<file path="config.mk">
export PLATFORM = sky130hd
export DESIGN_NAME = bram_stream_loader
export DESIGN_NICKNAME = d
export VERILOG_FILES = /design/src/rtl/bram_stream_loader.sv
export SDC_FILE = /design/constraint.sdc
export NUM_CORES = 1
export LEC_CHECK = 0
export ABC_AREA = 1
export CORE_MARGIN = 1.5
export CORE_UTILIZATION = 53
export CTS_CLUSTER_SIZE = 16
export DETAILED_ROUTE_END_ITERATION = 8
export PLACE_DENSITY = 0.79
export SYNTH_ARGS = -nofsm -noshare
export SYNTH_HDL_FRONTEND = slang
export SYNTH_SLANG_ARGS = --single-unit
</file>
<file path="constraint.sdc">
create_clock -name CPU_CLK -period 9.5 [get_ports CPU_CLK]
set_clock_uncertainty 0.15 [all_clocks]
set_input_delay 2.375 -clock CPU_CLK [delete_from_list [all_inputs] [get_ports CPU_CLK]]
set_output_delay 2.375 -clock CPU_CLK [all_outputs]
set_load 0.01 [all_outputs]
</file>
<file path="src/rtl/bram_stream_loader.sv">
// bram_stream_loader
//   Byte-stream command front end for the RV32Core debug BRAM ports. Loads
//   words into the instruction or data BRAM, dumps BRAM contents back out as
//   bytes, and issues the core reset pulse that starts execution.
//
// Ports
//   CPU_CLK, CPU_RST        clock, asynchronous active-high reset
//   IN_Data/Valid/Ready     command and payload byte stream (sink side)
//   OUT_Data/Valid/Ready    dump byte stream (source side)
//   CPU_Debug_InstRAM_*     instruction BRAM debug port (A2 byte addr, WD2, WE2, RD2)
//   CPU_Debug_DataRAM_*     data BRAM debug port (same layout)
//   CPU_CoreRst             active-high reset to RV32Core
//   Busy                    high whenever the FSM is not in IDLE
//
// Command bytes (accepted in IDLE)
//   0x01 load InstRAM, 0x02 load DataRAM, 0x03 dump InstRAM,
//   0x04 dump DataRAM, 0x05 start; anything else is dropped.
//   0x01..0x04 are followed by a 16-bit word count, low byte first.
//
// state   | meaning
// --------+------------------------------------------------------------
// IDLE    | waiting for a command byte
// CNT_LO  | waiting for word count low byte
// CNT_HI  | waiting for word count high byte
// LOAD    | assembling payload words and writing them to the BRAM
// RD_WAIT | address presented, waiting out the BRAM read latency
// SEND    | emitting the captured word, LSB first
// RSTP    | holding CPU_CoreRst high

module bram_stream_loader #(
  parameter int RST_CYCLES = 5,
  parameter int BRAMWORDS  = 4096
) (
  input  logic        CPU_CLK,
  input  logic        CPU_RST,
  input  logic [7:0]  IN_Data,
  input  logic        IN_Valid,
  output logic        IN_Ready,
  output logic [7:0]  OUT_Data,
  output logic        OUT_Valid,
  input  logic        OUT_Ready,
  output logic [31:0] CPU_Debug_InstRAM_A2,
  output logic [31:0] CPU_Debug_InstRAM_WD2,
  output logic [3:0]  CPU_Debug_InstRAM_WE2,
  input  logic [31:0] CPU_Debug_InstRAM_RD2,
  output logic [31:0] CPU_Debug_DataRAM_A2,
  output logic [31:0] CPU_Debug_DataRAM_WD2,
  output logic [3:0]  CPU_Debug_DataRAM_WE2,
  input  logic [31:0] CPU_Debug_DataRAM_RD2,
  output logic        CPU_CoreRst,
  output logic        Busy
);

  localparam logic [31:0] ADDR_LIMIT    = 32'(BRAMWORDS * 4);
  // One cycle for the new address to reach the BRAM plus two cycles of
  // read latency: the timer runs 2 -> 1 -> 0 and the word is captured on
  // the edge that sees zero.
  localparam logic [15:0] RD_TIMER_LOAD = 16'd2;
  localparam logic [15:0] RST_TIMER_LOAD = 16'(RST_CYCLES - 1);

  typedef enum logic [2:0] {
    IDLE,
    CNT_LO,
    CNT_HI,
    LOAD,
    RD_WAIT,
    SEND,
    RSTP
  } state_t;

  state_t      state;
  logic        selData;   // 1: data BRAM, 0: instruction BRAM
  logic        selDump;   // 1: dump, 0: load
  logic [7:0]  cntLo;
  logic [15:0] wordCnt;   // words remaining, last word when it reads 1
  logic [1:0]  byteIdx;
  logic [31:0] shiftReg;  // load: word assembly, dump: bytes still to send
  logic [15:0] timer;

  logic        inFire;
  logic        outFire;
  logic [15:0] cntFull;
  logic [31:0] rdWord;
  logic [31:0] loadWord;

  assign inFire   = IN_Valid && IN_Ready;
  assign outFire  = OUT_Valid && OUT_Ready;
  assign cntFull  = {IN_Data, cntLo};
  assign rdWord   = selData ? CPU_Debug_DataRAM_RD2 : CPU_Debug_InstRAM_RD2;
  // Little-endian assembly: bytes enter at the top and shift down, so the
  // first byte of the word ends up in [7:0].
  assign loadWord = {IN_Data, shiftReg[31:8]};
  assign Busy     = (state != IDLE);

  function automatic logic [31:0] nextAddr(input logic [31:0] a);
    if (a + 32'd4 >= ADDR_LIMIT) return 32'd0;
    return a + 32'd4;
  endfunction

  always_ff @(posedge CPU_CLK or posedge CPU_RST) begin
    if (CPU_RST) begin
      state                 <= IDLE;
      selData               <= 1'b0;
      selDump               <= 1'b0;
      cntLo                 <= 8'd0;
      wordCnt               <= 16'd0;
      byteIdx               <= 2'd0;
      shiftReg              <= 32'd0;
      timer                 <= 16'd0;
      IN_Ready              <= 1'b0;
      OUT_Data              <= 8'd0;
      OUT_Valid             <= 1'b0;
      CPU_Debug_InstRAM_A2  <= 32'd0;
      CPU_Debug_InstRAM_WD2 <= 32'd0;
      CPU_Debug_InstRAM_WE2 <= 4'd0;
      CPU_Debug_DataRAM_A2  <= 32'd0;
      CPU_Debug_DataRAM_WD2 <= 32'd0;
      CPU_Debug_DataRAM_WE2 <= 4'd0;
      CPU_CoreRst           <= 1'b0;
    end else begin
      // A write strobe lasts one cycle and always advances its address.
      // Handled outside the state case so the final word of a load still
      // retires after the FSM has already returned to IDLE.
      if (CPU_Debug_InstRAM_WE2 != 4'd0) begin
        CPU_Debug_InstRAM_WE2 <= 4'd0;
        CPU_Debug_InstRAM_A2  <= nextAddr(CPU_Debug_InstRAM_A2);
      end
      if (CPU_Debug_DataRAM_WE2 != 4'd0) begin
        CPU_Debug_DataRAM_WE2 <= 4'd0;
        CPU_Debug_DataRAM_A2  <= nextAddr(CPU_Debug_DataRAM_A2);
      end

      case (state)
        IDLE: begin
          IN_Ready <= 1'b1;
          if (inFire) begin
            case (IN_Data)
              8'h01, 8'h02, 8'h03, 8'h04: begin
                selData <= (IN_Data == 8'h02) || (IN_Data == 8'h04);
                selDump <= (IN_Data == 8'h03) || (IN_Data == 8'h04);
                state   <= CNT_LO;
              end
              8'h05: begin
                CPU_CoreRst <= 1'b1;
                timer       <= RST_TIMER_LOAD;
                IN_Ready    <= 1'b0;
                state       <= RSTP;
              end
              default: ;
            endcase
          end
        end

        CNT_LO: begin
          if (inFire) begin
            cntLo <= IN_Data;
            state <= CNT_HI;
          end
        end

        CNT_HI: begin
          if (inFire) begin
            wordCnt <= cntFull;
            byteIdx <= 2'd0;
            if (cntFull == 16'd0) begin
              state <= IDLE;
            end else begin
              if (selData) CPU_Debug_DataRAM_A2 <= 32'd0;
              else         CPU_Debug_InstRAM_A2 <= 32'd0;
              if (selDump) begin
                timer    <= RD_TIMER_LOAD;
                IN_Ready <= 1'b0;
                state    <= RD_WAIT;
              end else begin
                state <= LOAD;
              end
            end
          end
        end

        LOAD: begin
          if (inFire) begin
            shiftReg <= loadWord;
            byteIdx  <= byteIdx + 2'd1;
            if (byteIdx == 2'd3) begin
              if (selData) begin
                CPU_Debug_DataRAM_WD2 <= loadWord;
                CPU_Debug_DataRAM_WE2 <= 4'hF;
              end else begin
                CPU_Debug_InstRAM_WD2 <= loadWord;
                CPU_Debug_InstRAM_WE2 <= 4'hF;
              end
              wordCnt <= wordCnt - 16'd1;
              if (wordCnt == 16'd1) state <= IDLE;
            end
          end
        end

        RD_WAIT: begin
          if (timer == 16'd0) begin
            shiftReg  <= rdWord;
            OUT_Data  <= rdWord[7:0];
            OUT_Valid <= 1'b1;
            byteIdx   <= 2'd0;
            state     <= SEND;
          end else begin
            timer <= timer - 16'd1;
          end
        end

        SEND: begin
          if (outFire) begin
            if (byteIdx == 2'd3) begin
              OUT_Valid <= 1'b0;
              if (selData) CPU_Debug_DataRAM_A2 <= nextAddr(CPU_Debug_DataRAM_A2);
              else         CPU_Debug_InstRAM_A2 <= nextAddr(CPU_Debug_InstRAM_A2);
              wordCnt <= wordCnt - 16'd1;
              if (wordCnt == 16'd1) begin
                IN_Ready <= 1'b1;
                state    <= IDLE;
              end else begin
                timer <= RD_TIMER_LOAD;
                state <= RD_WAIT;
              end
            end else begin
              OUT_Data <= shiftReg[15:8];
              shiftReg <= {8'h00, shiftReg[31:8]};
              byteIdx  <= byteIdx + 2'd1;
            end
          end
        end

        RSTP: begin
          if (timer == 16'd0) begin
            CPU_CoreRst <= 1'b0;
            IN_Ready    <= 1'b1;
            state       <= IDLE;
          end else begin
            timer <= timer - 16'd1;
          end
        end

        default: state <= IDLE;
      endcase
    end
  end

endmodule

</file>
## Yosys cells after proc, flatten, opt, wreduce, memory -nomap -nowiden

Cells that the tools add are included.

| word-level totals | value |
|---|---|
| input bits | 76 |
| output and inout port bits | 148 |
| logic and storage cells | 196 |
| memory bits (writable) | 0 |
| memories | 0 |
| flip-flop bits (word level) | 226 |
| bits in latches | 0 |
| bits in read-only memories | 0 |

| operators by class | value |
|---|---|
| $add $sub $neg | 5 |
| shift operators | 0 |
| divide/modulo/power cells | 0 |
| reductions and logical operators | 32 |
| $mul | 0 |
| muxes and demuxes | 107 |
| magnitude comparators | 2 |
| bitwise gates (word level) | 1 |
| eq/ne operators | 31 |

Operators by type and width:

| kind | number |
|---|---|
| 32-bit two-way mux | 25 |
| 16-bit two-way mux | 13 |
| 32-bit one-hot mux with 2 select lines | 2 |
| 32-bit one-hot mux with 3 select lines | 1 |
| 32-bit by 3-bit adder with 32-bit output, second input constant | 2 |
| 32-bit by 15-bit greater-or-equal comparator with 1-bit output, second input constant | 2 |
| 16-bit one-hot mux with 4 select lines | 1 |
| 16-bit one-hot mux with 3 select lines | 1 |
| 4-bit two-way mux | 10 |
| 3-bit two-way mux | 13 |
| 16-bit zero test | 2 |
| 2-bit != test, second input constant | 16 |
| 16-bit by 1-bit subtractor with 16-bit output, second input constant | 2 |
| 1-bit two-way mux | 26 |
| 8-bit two-way mux | 3 |
| 4-bit AND reduction | 6 |
| 3-bit one-hot mux with 7 select lines | 1 |
| 4-bit nonzero test | 5 |
| 16-bit by 1-bit == test with 1-bit output, second input constant | 1 |
| 8-bit by 2-bit == test with 1-bit output, second input constant | 2 |
| 8-bit by 3-bit == test with 1-bit output, second input constant | 2 |
| 8-bit one-hot mux with 2 select lines | 1 |
| 11-bit AND reduction | 1 |
| 2-bit two-way mux | 5 |
| 26 further kinds | 35 |

## Longest topological paths before layout

| logic depth | value |
|---|---|
| depth in word-level cells | 12 |
| depth in mapped cells | 17 |
| depth with buffers taken out | 17 |

## Worst setup path after synthesis

Ideal clock, no wire load.

| timing | value |
|---|---|
| path type | input-to-reg |
| start point | in IN_Data[6] |
| end point | reg CPU_Debug_DataRAM_A2[7] |
| arrival time | 3702 ps |
| setup slack | 5561 ps |
| library setup time | 87 ps |
| required time | 9263 ps |
| stages on the path | 10 |
| cells stage by stage | inv_1 > nand4_1 > inv_1 > nand2_1 > nor2_1 > nand2_1 > nand3_1 > clkbuf_1 > o21ai_0 > a22oi_1 |

| between the ends | value |
|---|---|
| word-level cells in the longest chain between the ends | 4 |

RTL lines:

| element | RTL line | RTL |
|---|---|---|
| from (decl) | 36 | `input logic [7:0] IN_Data,` |
| 16-bit zero test | 165 | `if (cntFull == 16'd0) begin` |
| 32-bit two-way mux | 165 |  |
| 32-bit two-way mux | 162 | `if (inFire) begin` |
| 32-bit one-hot mux with 2 select lines | 133 | `case (state)` |
| to (signal assigned) | 130 | `CPU_Debug_DataRAM_A2 <= nextAddr(CPU_Debug_DataRAM_A2);` |
| to (signal assigned) | 215 | `if (selData) CPU_Debug_DataRAM_A2 <= nextAddr(CPU_Debug_DataRAM_A2);` |
| to (decl) | 46 | `output logic [31:0] CPU_Debug_DataRAM_A2,` |

No other way between the ends.
A chain may end at the register's enable or synchronous reset.

## Worst setup path after layout

| timing | value |
|---|---|
| start point | in IN_Data[6] |
| end point | reg CPU_Debug_DataRAM_A2[11] |

The elaborated chain is that of the path after synthesis.

==> summary.md <==
| Metric | Value |
|---|---|
| Comb power frac | 32.1% |
| Multi-input gate area | 0.00567 mm2 |
| Die W | 154 um |
| Initial Util | 53.7% |
| Row Count | 55 |
| Clock Path Buffers | 3 |
| Clock-pin transition on the worst setup and hold timing paths | 0.06 ns |
| DR vias/cell | 5.45 |
| Max_cap viols | 0 |
| Fmax | 201 MHz |
| #FFs+latches synth | 218 |
| Outcome | finished clean |
| DIE HEIGHT | 154 um |
| Share of layout cells above drive strength 1 | 7.85% |
| Full die area | 0.0237 mm2 |
| Synthesized area per cell | 7.59 um2 |
| Net Count, Synth | 1674 |
| Sequential share of power | 38.9% |
| Tcrit/Tclk final | 52.5% |
| Crit start category | primary input |
| Final #Nets | 1875 |
| Initial antenna violation count | 0 |
| H-tree levels | 1 |
| Worst setup path class | in -> reg |
| Clock sink total | 218 |
| Post-route minimum period | 4.98 ns |
| First-pass GRT wire length | 55200 um |
| Area share of the largest cell type after synthesis | 45.2% |
| Max FO, Critical Path | 30 |
| Final Hold Fails | 0 |
| Root buf cell | clkbuf_16 |
| Switching Fraction | 35.6% |
| Fillers | 1924 |
| Synth warnings | 0 |
| Pre-Repair DR Iteration Count | 5 |
| Internal power | 2.12 mW |
| Async S/R FF share, synth | 100% |
| Drt wl/cell | 16.1 um |
| Post-route DRC | 0 |
| Hold Path Class | reg -> reg |
| DR iter-0 viols | 600 |
| Synthesized netlist cell count | 1591 |
| P_sw | 1.17 mW |
| Hpwl dp | 24400 um |
| Largest net degree at the start of global routing | 140 |
| Diode count | 0 |
| Most common cell after layout, fill and taps aside | nand2_1 |
| Cell taking the most area after synthesis | dfrtp_1 |
| Setup bufs post-CTS | 0 |
| Total congestion overflow | 0 |
| Max-slew headroom | 28.4% |
| Unrepaired setup endpoints after global routing | no |
| Fin. max-slew vios | 0 |
| Count of buffers from port buffering | 223 |
| CTS tree | built |
| Final GP Congestion | 0.905 |
| Cell Count, Final, Fillers Out | 2094 |
| Io pins | 224 |
| Final Setup Violations | 0 |
| Vias in the first global route | 11000 |
| Distinct cell type count of the synthesized netlist | 47 |
| CTS resizes | 0 |
| Clock Power Share | 29.0% |
| Total track usage | 28.7% |
| Worst path required time | 9.77 ns |
| Measured slew at the worst slew-check pin | 1.07 ns |
| CP arrival | 5.26 ns |
| Layout area overhead | 26.8% |
| Pwr/cell area | 215 mW/mm2 |
| Top post-synthesis cells by area | dfrtp_1 (45%), nand2_1 (11%), o21ai_0 (8.1%), nor2_1 (5.5%), inv_1 (5.3%) |
| Commonest cells after routing, fill and taps aside | nand2_1 (360), clkdlybuf4s50_1 (223), dfrtp_1 (218) |
| Placed cells | 2052 |
| Setup TNS | 0 ns |
| WL final | 33700 um |
| Post-synthesis sequential area ratio | 45.2% |
| Pleak | 7.07 nW |
| Seq. cell area | 0.00546 mm2 |
| Max rail drop VDD | 0.146 mV |
| Antenna Nets Post-Route | 0 |
| Ys flop type | dfrtp_1 |
| Clk Latency, worst-skew pair | 0.53 ns |
| CP Capture Type | register |
| CTS Hold Bufs | 0 |
| Core footprint | 0.0225 mm2 |
| EDFF count, synth | 0 |
| WHS | 0.338 ns |
| TritonCTS buffer count | 23 |
| Post-Syn Area | 0.0121 mm2 |
| Via count | 11400 |
==> sequential cells by signal, indices dropped and copies added, names as in the netlist, 8 cells and up <==
signal	flops
shiftReg	24
timer	16
cntLo	8
CPU_Debug_DataRAM_WD2	32
wordCnt	16
CPU_Debug_DataRAM_A2	32
CPU_Debug_InstRAM_WD2	32
OUT_Data	8
CPU_Debug_InstRAM_A2	32
==> metal layers <==
metal | share of wire (%) | GRT usage (%)
met4 | 2.8 | 9.20
met5 | 0 | 0
met1 | 42 | 37.6
met2 | 47 | 47.5
met3 | 7.6 | 6.65
==> cells in the mapped netlist, types with 2 or more instances <==
cell        n
clkbuf_1   41
a21boi_1    2
a21oi_1    35
xor2_1     26
nor3_2      4
nor2_2     20
buf_4       4
nand3b_1    6
buf_1       3
buf_2       7
a22oi_1     2
nand4_1    21
nand3_2    12
o21ai_0   196
nor2_1    176
inv_1     172
clkinv_1    4
xnor2_1    21
nor2_4      7
inv_2      12
o211ai_1   26
a31oi_1     2
ha_1        7
o21ai_1     8
nor3_1     25
buf_6       2
nand3_1    99
nand2_2    14
o22ai_1     5
or2_2      11
nor4_1      6
nand2_1   360
o31ai_1    17
o21ai_2     8
dfrtp_1   218
==> cells by family after synthesis <==
logic type	count (synthesis)	synth area share, %
AOI/OAI and AO/OA	308	14.3
xor gates and xnor gates	47	3.41
adders and majority gates	7	0.725
buffers and inverters	246	8.01
DFF	218	45.2
and+or+nand+nor	765	28.4
==> worst max-delay path, stage by stage <==
cell and delay (ns):
clkdlybuf4s50_1 0.39, inv_1 0.19, nand4_1 0.16, inv_1 0.14, nand2_1 0.06, nor2_1 0.21
nand2_1 0.21, nand3_1 0.79, o21ai_0 0.33, a21oi_1 0.23, nand2_1 0.08, o21ai_0 0.08
==> worst paths after layout <==
check	start	end	slack, ns	depth (start not counted)
min	CPU_Debug_InstRAM_WD2[9]$_DFFE_PP0P_	CPU_Debug_InstRAM_WD2[9]$_DFFE_PP0P_	0.34	2
min in group asynchronous	CPU_RST	CPU_Debug_InstRAM_A2[22]$_DFF_PP0_	2.28	2
max	IN_Data[6]	CPU_Debug_DataRAM_A2[11]$_DFF_PP0_	4.52	12
max in group asynchronous	CPU_RST	shiftReg[25]$_DFFE_PP0P_	5.27	3
min reg2reg	CPU_Debug_InstRAM_WD2[9]$_DFFE_PP0P_	CPU_Debug_InstRAM_WD2[9]$_DFFE_PP0P_	0.34	2
max reg2reg	selData$_DFFE_PP0P_	CPU_Debug_DataRAM_A2[11]$_DFF_PP0_	6.21	10
==> power by group through the flow <==
stage / combinational [mW] / clock, mW / sequential [mW]
final: 1.05 / 0.952 / 1.28
after global placement: 1.01 / 0 / 1.28
after floorplan: 0.641 / 0 / 1.28
after detailed placement: 1.04 / 0 / 1.28
after CTS: 1.05 / 0.964 / 1.27
after global routing: 1.18 / 1.00 / 1.30
==> through the flow <==
step                total power [mW]  setup slack [ns]  util, %  area, um2
floorplan                       1.92              1.01        -      12100
global placement                2.30              4.25     64.5      14500
detailed placement              2.32              4.09     64.5      14500
CTS                             3.29              4.53     68.0      15300
global route                    3.48              4.21     68.0      15300
finish                          3.28              4.52     68.0      15300
==> layout make-up <==
cell class	instances	area share (%)
Clock inverter	11	1.13
Timing Repair Buffer	233	15.1
Inverter	189	4.72
Multi-Input combinational cell	1127	37.0
Sequential cell	218	35.6
Tap cell	285	2.33
Clock buffer	31	4.09
(Power assumes the default switching activity.)
